File: src/rtl/hazard_ctrl.sv
// hazard_ctrl: pipeline sequencing controller for the 5-stage MIPS core.
// Resolves load-use stalls, taken-branch flushes and MDU occupancy, and
// drives the PC / IF/ID / ID/EX enables.
// Optional macro HAZCTRL_PERF_EN builds saturating stall/flush counters
// plus a simulation-only event trace; without it both counters read 0.
module hazard_ctrl #(
  parameter int MDU_LATENCY = 32,
  parameter int CNT_W       = 6,
  parameter int PERF_W      = 16
) (
  input  logic              clock,
  input  logic              reset,
  input  logic              idex_memread,
  input  logic [4:0]        idex_rt,
  input  logic [4:0]        ifid_rs,
  input  logic [4:0]        ifid_rt,
  input  logic              ifid_uses_hilo,
  input  logic              ifid_is_mdu,
  input  logic              mdu_start,
  input  logic              branch_taken,
  output logic              pc_write,
  output logic              ifid_write,
  output logic              ifid_flush,
  output logic              idex_bubble,
  output logic              mdu_busy,
  output logic              mdu_done,
  output logic [PERF_W-1:0] stall_cycles,
  output logic [PERF_W-1:0] flush_count
);

  typedef enum logic {
    RUN      = 1'b0,
    MDU_WAIT = 1'b1
  } state_t;

  // Loading L-1 makes the count reach zero on the L-th cycle after start.
  localparam logic [CNT_W-1:0] RELOAD = CNT_W'(MDU_LATENCY - 1);

  state_t           state;
  state_t           state_next;
  logic [CNT_W-1:0] cnt;
  logic [CNT_W-1:0] cnt_next;
  logic             cnt_zero;
  logic             lu;
  logic             mh;
  logic             stall;

  // $zero is never a real producer, so a load to r0 cannot create a hazard.
  assign lu       = idex_memread && (idex_rt != 5'd0) &&
                    ((idex_rt == ifid_rs) || (idex_rt == ifid_rt));
  assign cnt_zero = (cnt == '0);
  // HI/LO readers and new MDU ops must wait until the final MDU cycle.
  assign mh       = (state == MDU_WAIT) && !cnt_zero &&
                    (ifid_uses_hilo || ifid_is_mdu);
  // A taken branch in EX is older than anything in ID, so it wins.
  assign stall    = (lu || mh) && !branch_taken;

  // State register and MDU countdown
  always_ff @(posedge clock or posedge reset) begin
    if (reset) begin
      state <= RUN;
      cnt   <= '0;
    end else begin
      state <= state_next;
      cnt   <= cnt_next;
    end
  end

  // Next-state logic: start, count down, reload on back-to-back MDU ops
  always_comb begin
    state_next = state;
    cnt_next   = cnt;
    case (state)
      RUN: begin
        if (mdu_start) begin
          state_next = MDU_WAIT;
          cnt_next   = RELOAD;
        end
      end
      MDU_WAIT: begin
        if (!cnt_zero) begin
          cnt_next = cnt - 1'b1;
        end else if (mdu_start) begin
          cnt_next = RELOAD;
        end else begin
          state_next = RUN;
        end
      end
    endcase
  end

  // Output decode: everything is forced low while reset is held
  always_comb begin
    pc_write    = 1'b0;
    ifid_write  = 1'b0;
    ifid_flush  = 1'b0;
    idex_bubble = 1'b0;
    mdu_busy    = 1'b0;
    mdu_done    = 1'b0;
    if (!reset) begin
      mdu_busy = (state == MDU_WAIT);
      mdu_done = (state == MDU_WAIT) && cnt_zero;
      if (branch_taken) begin
        pc_write    = 1'b1;
        ifid_write  = 1'b1;
        ifid_flush  = 1'b1;
        idex_bubble = 1'b1;
      end else if (stall) begin
        idex_bubble = 1'b1;
      end else begin
        pc_write   = 1'b1;
        ifid_write = 1'b1;
      end
    end
  end

`ifdef HAZCTRL_PERF_EN
  logic [PERF_W-1:0] stall_q;
  logic [PERF_W-1:0] flush_q;

  // Saturating hazard counters, cleared only by reset
  always_ff @(posedge clock or posedge reset) begin
    if (reset) begin
      stall_q <= '0;
      flush_q <= '0;
    end else begin
      if (stall && (stall_q != '1)) begin
        stall_q <= stall_q + 1'b1;
      end
      if (branch_taken && (flush_q != '1)) begin
        flush_q <= flush_q + 1'b1;
      end
    end
  end

  assign stall_cycles = stall_q;
  assign flush_count  = flush_q;

`ifndef SYNTHESIS
  // Event trace for debugging pipeline behaviour in simulation
  always @(posedge clock) begin
    if (!reset) begin
      if (branch_taken) begin
        $display("FLUSH at %0t", $time);
      end else if (lu) begin
        $display("STALL LU at %0t", $time);
      end else if (mh) begin
        $display("STALL MDU at %0t", $time);
      end
    end
  end
`endif
`else
  assign stall_cycles = '0;
  assign flush_count  = '0;
`endif

endmodule

File: config.mk
export PLATFORM = sky130hd
export DESIGN_NAME = hazard_ctrl
export DESIGN_NICKNAME = d
export VERILOG_FILES = /design/src/rtl/hazard_ctrl.sv
export SDC_FILE = /design/constraint.sdc
export NUM_CORES = 1
export LEC_CHECK = 0
export ABC_AREA = 0
export CAP_MARGIN = 20
export CORE_MARGIN = 3
export CORE_UTILIZATION = 34
export CTS_BUF_LIST = sky130_fd_sc_hd__clkbuf_16
export DETAILED_ROUTE_END_ITERATION = 8
export PLACE_DENSITY = 0.82
export SLEW_MARGIN = 40
export SYNTH_ARGS = -nofsm -noshare
export SYNTH_HDL_FRONTEND = slang
export SYNTH_SLANG_ARGS = --single-unit
File: constraint.sdc
create_clock -name clock -period 2.7 [get_ports clock]
set_clock_uncertainty 0.05 [all_clocks]
set_input_delay 0.54 -clock clock [delete_from_list [all_inputs] [get_ports clock]]
set_output_delay 0.54 -clock clock [all_outputs]
set_load 0.02 [all_outputs]
==> impl_results.md <==
- Die height: 55.1 µm
- Sum Neg Setup Slack: 0 ps
- Ys async rst share: 100%
- DR vias: 698
- Starting density of the core: 36.3%
- Num rows: 17
- Worst slack at placement: -465 ps
- Fillcell total: 221
- Final ANT Viol Nets: 0
- Pwr/cell area: 661 nW/µm²
- Fmax: 0.379 GHz
- H-tree depth: 1
- DRC: 0
- Slew Viols, Final: 0
- Port bufs: 27
- Clk slew on worst S/H paths: 40 ps
- Area of the multi-input gates: 513 µm²
- Ys flop type: dfrtp_1
- Clock sink total: 7
- Placer congestion estimate: 0.800
- Via-to-Cell Ratio: 4.26
- Xor and xnor area share after synthesis: 10.7%
- Overall routing resource usage: 14.1%
- Final Hold Viols: 0
- Synth Area in Compound Gates: 11.5%
- Main combinational cell family by area after synthesis: buffers and inverters
- Distinct cells, synth: 27
- Worst-skew pair later-pin latency: 230 ps
- WP data required: 2110 ps
- Register Area: 175 µm²
- Number of flops mapped to enable cells by yosys: 0
- Most common cell in the synthesized netlist: buf_4
- Hold EP: cnt[5]
- Nets@finish: 161
- Post-synthesis mux area share: 4.12%
- DRT Pass-1 Iters: 4
- Peak VDD IR: 462 µV
- Tmin final: 2640 ps
- Average routed wire per standard cell: 12.3 µm
- I/O Pins: 60
- Worst setup margin: 64.6 ps
- Initial antenna violation count: 0
- Sequential Power Share: 24.8%
- Critical path endpoint category: output pin
- Crit path max fanout: 2
- Antenna diode count: 0
- # hold bufs at CTS: 0
- Die width: 55.1 µm
- Switching power: 0.264 mW
- Min-delay src: cnt[5]
- Worst R2R End: cnt[3]
- Status: finished clean
- Synth Cell Area: 820 µm²
- Root Driver: clkbuf_16
- P_leak: 0.563 nW
- CTS tree: yes
- Synth Instances: 97
- Hold Crit Class: flop to flop
- Total core area: 2250 µm²
- Maximum root-to-sink buffer count: 2
- GRT Residual Overflow: 0
- Kind of critical path: input port to output pin
- Reg2Reg Depth: 7
- DP HPWL: 1640 µm
- Share of cells above drive strength 1: 18.4%
- Die area: 3040 µm²
- R2r setup slk: 650 ps
- Combinational share of power: 43.1%
- Num CTS Buffers: 3
- Post-synthesis adder-cell area fraction: 3.05%
- Synthesized area per cell: 8.45 µm²
- Internal: 0.504 mW
- Commonest cells post-synth: buf_4 (33), xor2_1 (10), dfrtp_1 (7)
- WP data arrival: 2050 ps
- Max cap viols: 0
- Routed WL: 2010 µm
- Synth area leader: buf_4
- Total of warnings raised by yosys: 0
- Post-synth top area share: 30.2%
- Pin count of the biggest net entering global routing: 8
- Vias in the first global route: 611
- Global-route wire length before repair: 2970 µm
- P&R area growth vs syn: 41.7%
- Clock power frac: 32.1%
- Yosys reg bits: 7
- Startpoint types: input port
- DR iter-0 viols: 3
- Seq/Total Area, Yosys: 21.4%
- Net Sw Frac: 34.3%
- Post-Synth Simple-Gate Area: 15.9%
- Share of the clock period used by the worst path: 97.6%
- Endpoints failing setup: 0
- Hold Path Depth: 1
- Top post-synthesis cells by area: buf_4 (30%), dfrtp_1 (21%), xor2_1 (11%)
- Reg-to-reg startpoint: cnt[0]
[critical path, stage by stage]
cell and delay [ps]:
clkdlybuf4s50_1 440, or4_4 550, o21ai_2 140, o311a_1 210
buf_4 150
[layout make-up]
| cell class | instances | share of cell area (%) |
|---|---|---|
| clock inverter | 1 | 0.323 |
| inverter | 6 | 1.94 |
| multi-input combinational | 82 | 44.2 |
| tap | 28 | 3.02 |
| timing repair buffer | 37 | 29.0 |
| sequential | 7 | 15.1 |
| clock buffer | 3 | 6.47 |
[power groups by stage]
stage / clock network [mW] / logic [mW] / registers, mW
2_1_floorplan: 0 / 0.226 / 0.186
3_5_place_dp: 0 / 0.326 / 0.191
3_3_place_gp: 0 / 0.312 / 0.188
4_1_cts: 0.251 / 0.324 / 0.190
5_1_grt: 0.255 / 0.370 / 0.198
6_report: 0.247 / 0.331 / 0.190
[per-layer routing]
| metal | GRT usage (%) | vias up | part of all wire, % |
|---|---|---|---|
| li1 | - | 338 | - |
| met1 | 17.8 | 321 | 40 |
| met2 | 23.6 | 35 | 52 |
| met3 | 4.02 | 4 | 6.2 |
| met4 | 3.64 | 0 | 1.5 |
| met5 | 0 | - | 0 |
[sequential cells by signal, summed over array words and instances (netlist names)]
name,flops
cnt,6
state,1
[metrics by stage]
step	utilization (%)	total power, mW	hold slack, ps	std cells	area, µm²
global placement	47.4	0.500	423	160	1070
CTS	50.2	0.765	443	164	1130
floorplan	-	0.412	310	128	936
detailed placement	47.4	0.517	434	160	1070
finish	51.5	0.768	448	164	1160
global route	51.5	0.823	470	164	1160
[how the worst max path moves through the flow]
stage / end / start / slack (ps)
finish: ifid_write / idex_rt[1] / 60
global route: pc_write / idex_rt[1] / -10
CTS: ifid_write / idex_rt[2] / 20
detailed placement: ifid_write / idex_rt[2] / -470
global placement: ifid_write / idex_rt[2] / -420
floorplan: pc_write / cnt[0] / 230
[what timing repair did]
item,CTS,global route
buffers inserted,0,0
resized for setup,16,8
pin swaps,0,1
endpoints found under the setup margin,4,3
gates cloned,0,0
[cells by family after synthesis]
group | after synthesis
flip-flops | 7
AND/OR/NAND/NOR | 23
other | 1
multiplexers | 3
AO/OA/AOI/OAI | 12
buffers and inverters | 39
XOR/XNOR | 10
adder cells (fa/ha/maj) | 2
[layout by cell type (no fill, tap or decap), drive strengths merged, types with 2 or more instances in the layout]
cell type and instances:
buf 13, clkbuf 3, clkdlybuf4s50 22, conb 32, dfrtp 7, ha 2
inv 7, mux2 3, nand2 2, nand2b 2, nand3 5, nor2 4
nor3 4, o21a 2, o21ai 5, or3 2, xor2 10
No activity file was read; power rests on OpenSTA's default activity.
